--- config.mk ---
export PLATFORM = sky130hd
export DESIGN_NAME = x_y_splitter
export DESIGN_NICKNAME = d
export VERILOG_FILES = /design/src/rtl/x_y_pkg.sv /design/src/rtl/xy_sync_fifo.sv /design/src/rtl/x_y_splitter.sv
export SDC_FILE = /design/constraint.sdc
export NUM_CORES = 1
export LEC_CHECK = 0
export ABC_AREA = 0
export CAP_MARGIN = 20
export CORE_ASPECT_RATIO = 0.8
export CORE_MARGIN = 1
export CORE_UTILIZATION = 65
export CTS_BUF_LIST = sky130_fd_sc_hd__clkbuf_4 sky130_fd_sc_hd__clkbuf_8
export DETAILED_ROUTE_END_ITERATION = 16
export DONT_BUFFER_PORTS = 1
export GPL_TIMING_DRIVEN = 0
export PLACE_DENSITY_LB_ADDON = 0.12
export SYNTH_ARGS = -nofsm -noshare
export SYNTH_HDL_FRONTEND = slang
export SYNTH_SLANG_ARGS = --single-unit
export TNS_END_PERCENT = 30
--- constraint.sdc ---
create_clock -name clk -period 8.05 [get_ports clk]
set_clock_uncertainty 0.1 [all_clocks]
set_input_delay 1.61 -clock clk [delete_from_list [all_inputs] [get_ports clk]]
set_output_delay 1.61 -clock clk [all_outputs]
set_load 0.01 [all_outputs]
--- src/rtl/x_y_pkg.sv ---
// x_y_pkg: shared widths, depth and slot tag constants for the x/y splitter
package x_y_pkg;
  localparam int DATA_W = 16;
  localparam int DEPTH = 4;
  localparam int PTR_W = $clog2(DEPTH);
  localparam logic SLOT_X = 1'b1;
  localparam logic SLOT_Y = 1'b0;
endpackage

--- src/rtl/xy_sync_fifo.sv ---
// xy_sync_fifo: count-based FWFT buffer (wr_en/wr_data push, rd_en pops if non-empty, rd_data head, empty/full status)
module xy_sync_fifo #(
  parameter int DATA_W = 16,
  parameter int DEPTH = 4
) (
  input  logic              clk,
  input  logic              rst_n,
  input  logic              wr_en,
  input  logic [DATA_W-1:0] wr_data,
  input  logic              rd_en,
  output logic [DATA_W-1:0] rd_data,
  output logic              empty,
  output logic              full
);
  localparam int PW = $clog2(DEPTH);
  localparam int CW = $clog2(DEPTH + 1);
  logic [DATA_W-1:0] mem [DEPTH];
  logic [PW-1:0] wp, rp;
  logic [CW-1:0] cnt;
  logic do_rd;
  assign do_rd = rd_en & ~empty;
  assign rd_data = mem[rp];
  assign empty = cnt == '0;
  assign full = cnt == CW'(DEPTH);
  always_ff @(posedge clk) begin
    if (!rst_n) begin
      wp <= '0;
      rp <= '0;
      cnt <= '0;
      for (int i = 0; i < DEPTH; i++) mem[i] <= '0;
    end else begin
      if (wr_en) begin
        mem[wp] <= wr_data;
        wp <= wp + PW'(1);
      end
      if (do_rd) rp <= rp + PW'(1);
      cnt <= cnt + CW'(wr_en) - CW'(do_rd);
    end
  end
endmodule

--- src/rtl/x_y_splitter.sv ---
// x_y_splitter: routes tagged bus words (din_valid/sel_x/din_x_y) into x and y FWFT buffers (rd_*/dout_*/empty_*/full_*), counts x-then-y pairs, flags seq_err/ovf_err
module x_y_splitter
  import x_y_pkg::*;
#(
  parameter int DATA_W = x_y_pkg::DATA_W,
  parameter int DEPTH = x_y_pkg::DEPTH
) (
  input  logic              clk,
  input  logic              rst_n,
  input  logic              din_valid,
  input  logic              sel_x,
  input  logic [DATA_W-1:0] din_x_y,
  input  logic              rd_x,
  input  logic              rd_y,
  output logic [DATA_W-1:0] dout_x,
  output logic [DATA_W-1:0] dout_y,
  output logic              empty_x,
  output logic              empty_y,
  output logic              full_x,
  output logic              full_y,
  output logic [7:0]        pair_cnt,
  output logic              seq_err,
  output logic              ovf_err
);
  logic to_x, to_y, wr_x, wr_y, drop, dup, pair, last_sel, seen;
  assign to_x = din_valid & (sel_x == SLOT_X);
  assign to_y = din_valid & (sel_x == SLOT_Y);
  assign wr_x = to_x & (~full_x | rd_x);
  assign wr_y = to_y & (~full_y | rd_y);
  assign drop = (to_x & ~wr_x) | (to_y & ~wr_y);
  assign dup = din_valid & seen & (sel_x == last_sel);
  assign pair = to_y & seen & (last_sel == SLOT_X);
  xy_sync_fifo #(.DATA_W(DATA_W), .DEPTH(DEPTH)) u_x (
    .clk(clk), .rst_n(rst_n), .wr_en(wr_x), .wr_data(din_x_y), .rd_en(rd_x),
    .rd_data(dout_x), .empty(empty_x), .full(full_x)
  );
  xy_sync_fifo #(.DATA_W(DATA_W), .DEPTH(DEPTH)) u_y (
    .clk(clk), .rst_n(rst_n), .wr_en(wr_y), .wr_data(din_x_y), .rd_en(rd_y),
    .rd_data(dout_y), .empty(empty_y), .full(full_y)
  );
  always_ff @(posedge clk) begin
    if (!rst_n) begin
      last_sel <= SLOT_Y;
      seen <= 1'b0;
      pair_cnt <= '0;
      seq_err <= 1'b0;
      ovf_err <= 1'b0;
    end else begin
      if (din_valid) begin
        last_sel <= sel_x;
        seen <= 1'b1;
      end
      if (pair) pair_cnt <= pair_cnt + 8'd1;
      seq_err <= seq_err | dup;
      ovf_err <= ovf_err | drop;
    end
  end
endmodule

Word-level counts from Yosys, hierarchy flattened
Memories as Yosys holds them, arrays and structs flattened. A register that Yosys moved wholly into a read port is not among the register bits.
Index checks and enable logic that the tools add are counted.
- bits in registers: 26
- bits in read-only memories: 0
- bits in writable memories: 128
- word-level logic and storage cells: 70
- output and inout bits: 46
- input bits: 22
- memories kept: 2
- latch bits: 0
- multipliers: 0
- bitwise gates (word level): 24
- reductions and logical operators: 4
- muxes and demuxes: 17
- shift operators: 0
- add/subtract/negate cells: 9
- order comparisons: 0
- equality and inequality tests: 3
- divide/modulo/power cells: 0
- memories (memory ; depth ; width ; rd ports ; clocked after memory_dff ; write ports ; line ; source):
    u_x.mem ; 4 ; 16 ; 1 ; 1 ; 4 ; xy_sync_fifo.sv:17 ; logic [DATA_W-1:0] mem [DEPTH];
    u_y.mem ; 4 ; 16 ; 1 ; 1 ; 4 ; xy_sync_fifo.sv:17 ;
- operators by type and width (kind ; count):
    $mux W16 ; 2
    $reduce_or A16 Y1 ; 2
    $and A1 B1 Y1 ; 12
    $mux W2 ; 6
    $mux W1 ; 9
    $add A2 B1 Y2 const B ; 4
    $add A8 B1 Y8 const B ; 1
    $not A1 Y1 ; 7
    $add A3 B1 Y3 ; 2
    $eq A3 B3 Y1 const B ; 2
    $logic_not A3 Y1 ; 2
    $sub A3 B1 Y3 ; 2
    $or A1 B1 Y1 ; 5
    $eq A1 B1 Y1 ; 1

Depth between registers and ports, before layout
Gate-level depths: netlist (run 1).
- word-level depth: 9
- gate-level depth with buffers: 12
- mapped depth without buffers: 10

Hierarchy
A second synthesis (run 1) with hierarchy kept.
- cell total of the unflattened synthesis: 481
- area total of the unflattened synthesis: 7018.0 um^2
- modules (own cells, without submodules) (module ; cells an instance ; area each (um^2) ; sequential area each (um^2) ; times used):
    xy_sync_fifo at u_y ; 200 ; 3248.1 ; 2102.0 ; 1
    xy_sync_fifo at u_x ; 220 ; 3211.8 ; 2102.0 ; 1
    x_y_splitter ; 61 ; 558.0 ; 240.2 ; 1

Worst setup path after synthesis (run 1)
OpenSTA, ideal clock, no wires.
- path type: in2reg
- from: input port rd_y
- to: register u_y.cnt[2]
- required time: 7.872 ns
- library setup time: 0.078 ns
- path buffers: 2
- arrival time: 3.692 ns
- slack: 4.180 ns
- stages: 12
- cell sequence: or4b_1 > buf_6 > nand2_4 > buf_4 > ha_1 > inv_1 > ha_1 > inv_1 > fa_1 > xor2_1 > and2_1 > nor3_1
- longest elaborated chain between the ends: 4
- elaborated cells on any way between the ends: 5
- classes of those cells: 2 x add/sub; 3 x bitwise
- ends and longest elaborated chain (what ; line ; source):
    start, declared ; x_y_splitter.sv:14 ; input logic rd_y,
    $or A1 B1 Y1 ; x_y_splitter.sv:29 ; assign wr_y = to_y & (~full_y | rd_y);
    $and A1 B1 Y1 ; x_y_splitter.sv:29 ;
    $add A3 B1 Y3 ; xy_sync_fifo.sv:37 ; cnt <= cnt + CW'(wr_en) - CW'(do_rd);
    $sub A3 B1 Y3 (*) ; xy_sync_fifo.sv:37 ;
    end signal, assigned ; xy_sync_fifo.sv:37 ;
    end, declared ; xy_sync_fifo.sv:19 ; logic [CW-1:0] cnt;
Every way passes the cells marked *; elsewhere a longest branch is shown, timed or not.
A chain may end at the register's enable or synchronous reset.

==> impl_metrics.yaml, run 1 <==
run_status:
  status: "finished, final reports clean"
timing:
  slew_headroom: 0.379
  finalHoldViolCount: 0
  rsz0062_at_grt: "false"
  drv_slew: 0
  fmax_mhz: 259
  min_period_ns: 3.86
  holdWs_ns: 0.416
  layout_worst_path_cycle_share: 0.479
  worstMarginPinSlew_ns: 0.932
  setup_slack_ns: 4.19
  tns_ns: 0
  finalSetupViolCount: 0
routing:
  wire_per_inst_um: 20.1
  wl_um: 13100
  wl_met1_um: 5450
  route.met3.wl_um: 1090
  drc: 0
  via_per_inst: 6.00
  wl_met2_um: 6420
  postRouteAntennaNets: 0
  top_layer: "met4"
  firstDrtPassIters: 5
  vias: 3914
  drtIter0Drc: 351
logic_synthesis:
  synth.largest_area_cell: "edfxtp_1"
  synth_area_leaders: "edfxtp_1 57%, mux4_2 11%, dfxtp_1 8.9%, nor2_1 8.1%, nand2_1 1.7%"
  ys.flop_type: "edfxtp_1"
  yosys_warnings: 0
  synth_edf_count: 128
  ys_seq_area_frac: 0.658
  synth_area_per_cell_sq_um: 13.9
  yosysUniqueCellTypes: 44
  synth_seq_cells: 158
  synth_nets: 513
  syn-cell-area_sq_um: 6750
  synth_top_cell_area_share: 0.569
  async_reset_ff_frac: 0
  netlist_instances: 484
power:
  ir_drop_uv: 185
  p_leak_nw: 2.69
  powerDensity_nw_per_um2: 274
finish:
  seqCellArea_sq_um: 4440
  area_growth_syn_to_layout_pct: 8.73
  post-route-util: 0.745
  diodes: 0
  multi_input_area_sq_um: 2090
  nets: 532
  final_cell_mix: "146 x nor2_1, 128 x edfxtp_1, 32 x mux4_2, 31 x nand2_1, 30 x dfxtp_1"
  drive_gt1_frac: 0.171
  fillers: 665
  final_common_cell: "nor2_1"
die:
  row_count: 32
  initial_utilization: 0.685
  io_pins: 68
  die_w_um: 116
  die_area_sq_um: 10800
  fp.dieH_um: 93.2
  coreArea_sq_um: 9850
clocking:
  cts_buffer_depth: 2
  htree_levels: 4
  cts.reportedPaths.clkPinSlew_ns: 0.09
  cts_tree: "yes"
  cts_root_buffer: "clkbuf_8"
  cts-buffers-inserted: 17
  cts_sinks: 158
  cts_hold_buf: 0
  cts_resized: 0
  clock_latency_ns: 0.45
  postCtsSetupBuffers: 0
run:
  max_cap_violations: 0
grt:
  grtUsageTotal: 0.266
  overflow: 0
  grt_max_degree: 17
  grt_antenna_before_repair: 0
  grt_pass1_wl_um: 20200
  grt_pass1_vias: 3718
worst_setup_path:
  rrSetupSlack_ns: 5.12
  cp_data_required_time_ns: 6.34
  critPathCaptureType: "output port"
  critical_path_class: "reg2out"
  crit_path_start_kind: "register"
  crit_fanout: 10
  critPathArrivalTime_ns: 2.15
place:
  port-buffer-count: 0
  hpwl_um: 8700
  gp_congestion: 0.789
  dp_slack_ns: 3.97
hold_path:
  min_path_type: "reg2reg"
## registers in the layout (all words and copies together), names as in the netlist, named ones only
signal    cells
u_x.wp        2
ovf_err       1
u_x.cnt       3
last_sel      1
u_y.mem      64
u_y.cnt       3
u_x.rp        2
pair_cnt      8
seen          1
seq_err       1
u_y.rp        2
u_x.mem      64
u_y.wp        2
## final cells by class
type                       count  area share
sequential                   158       0.606
multi-input combinational    287       0.284
clock buffer                  18      0.0329
buffer                        27      0.0242
clock inverter                14      0.0237
tap                          136      0.0232
inverter                      12     0.00614
## per-stage QoR
stage	power, W	area [sq um]	std cells
2_1_floorplan	0.00134	6750	484
3_3_place_gp	0.00141	6920	620
3_5_place_dp	0.00142	6920	620
4_1_cts	0.00202	7340	652
5_1_grt	0.00209	7340	652
6_report	0.00201	7340	652
## routing by layer
metal / global-route usage / vias up
li1: - / 1785
met1: 0.369 / 1970
met2: 0.410 / 147
met3: 0.0797 / 12
met4: 0.0833 / 0
met5: 0 / -
## critical path: stages (launching register included)
cell	delay, ns
dfxtp_1	0.31
clkbuf_1	0.34
clkbuf_1	0.58
mux4_2	0.47
## report_power, final
group / switching (W) / internal (W) / total [W]
registers: 0.0000415 / 0.000956 / 0.000997
clock network: 0.000280 / 0.000335 / 0.000615
logic: 0.000233 / 0.000170 / 0.000402
## synth_stat cells, types with 3 or more instances
cell type and count:
nor2_1 146, edfxtp_1 128, mux4_2 32, nand2_1 31
dfxtp_1 30, inv_1 12, clkbuf_1 10, buf_6 8
a21oi_1 7, xor2_1 7, buf_2 6, o31ai_1 6
and2_1 5, ha_1 5, mux2i_1 4, nor3_1 4
or4_1 4, nand2b_1 3, nand3_1 3
## worst paths after layout
kind,from,endpoint,cells past startpoint
min reg2reg,u_x.wp[0],u_x.wp[0],2
max reg2reg,u_x.cnt[1],u_x.cnt[2],12
max,register,dout_y[14],3
min,u_x.wp[0],u_x.wp[0],2
## logic make-up (layout without fill, tap and decap cells)
family,after synthesis,in the layout,synth area share
AND/OR/NAND/NOR,214,214,0.148
AO/OA/AOI/OAI,22,22,0.0222
multiplexers,36,36,0.113
buffers and inverters,39,71,0.0330
adder cells (fa/ha/maj),7,7,0.0152
XOR/XNOR,8,8,0.0104
flip-flops,158,158,0.658
No activity file was read; power rests on OpenSTA's default activity.
==> run 2: changes to the inputs <==
Clock period 8.05 ns to 4 ns, I/O delays scaled along.
==> results of run 2 <==
The final DEF is identical to that of run 1. Status: finished, final reports clean.
Among the figures that moved: setup slack after placement 3.97 ns -> 0.731 ns; setup slack after layout 4.19 ns -> 0.955 ns; hold slack 0.416 ns -> 0.375 ns; register-to-register setup slack 5.12 ns -> 1.07 ns; end point of the worst hold path u_x.wp[0] -> seen; total power 0.00201 W -> 0.00405 W; worst IR drop on VDD 185 uV -> 373 uV
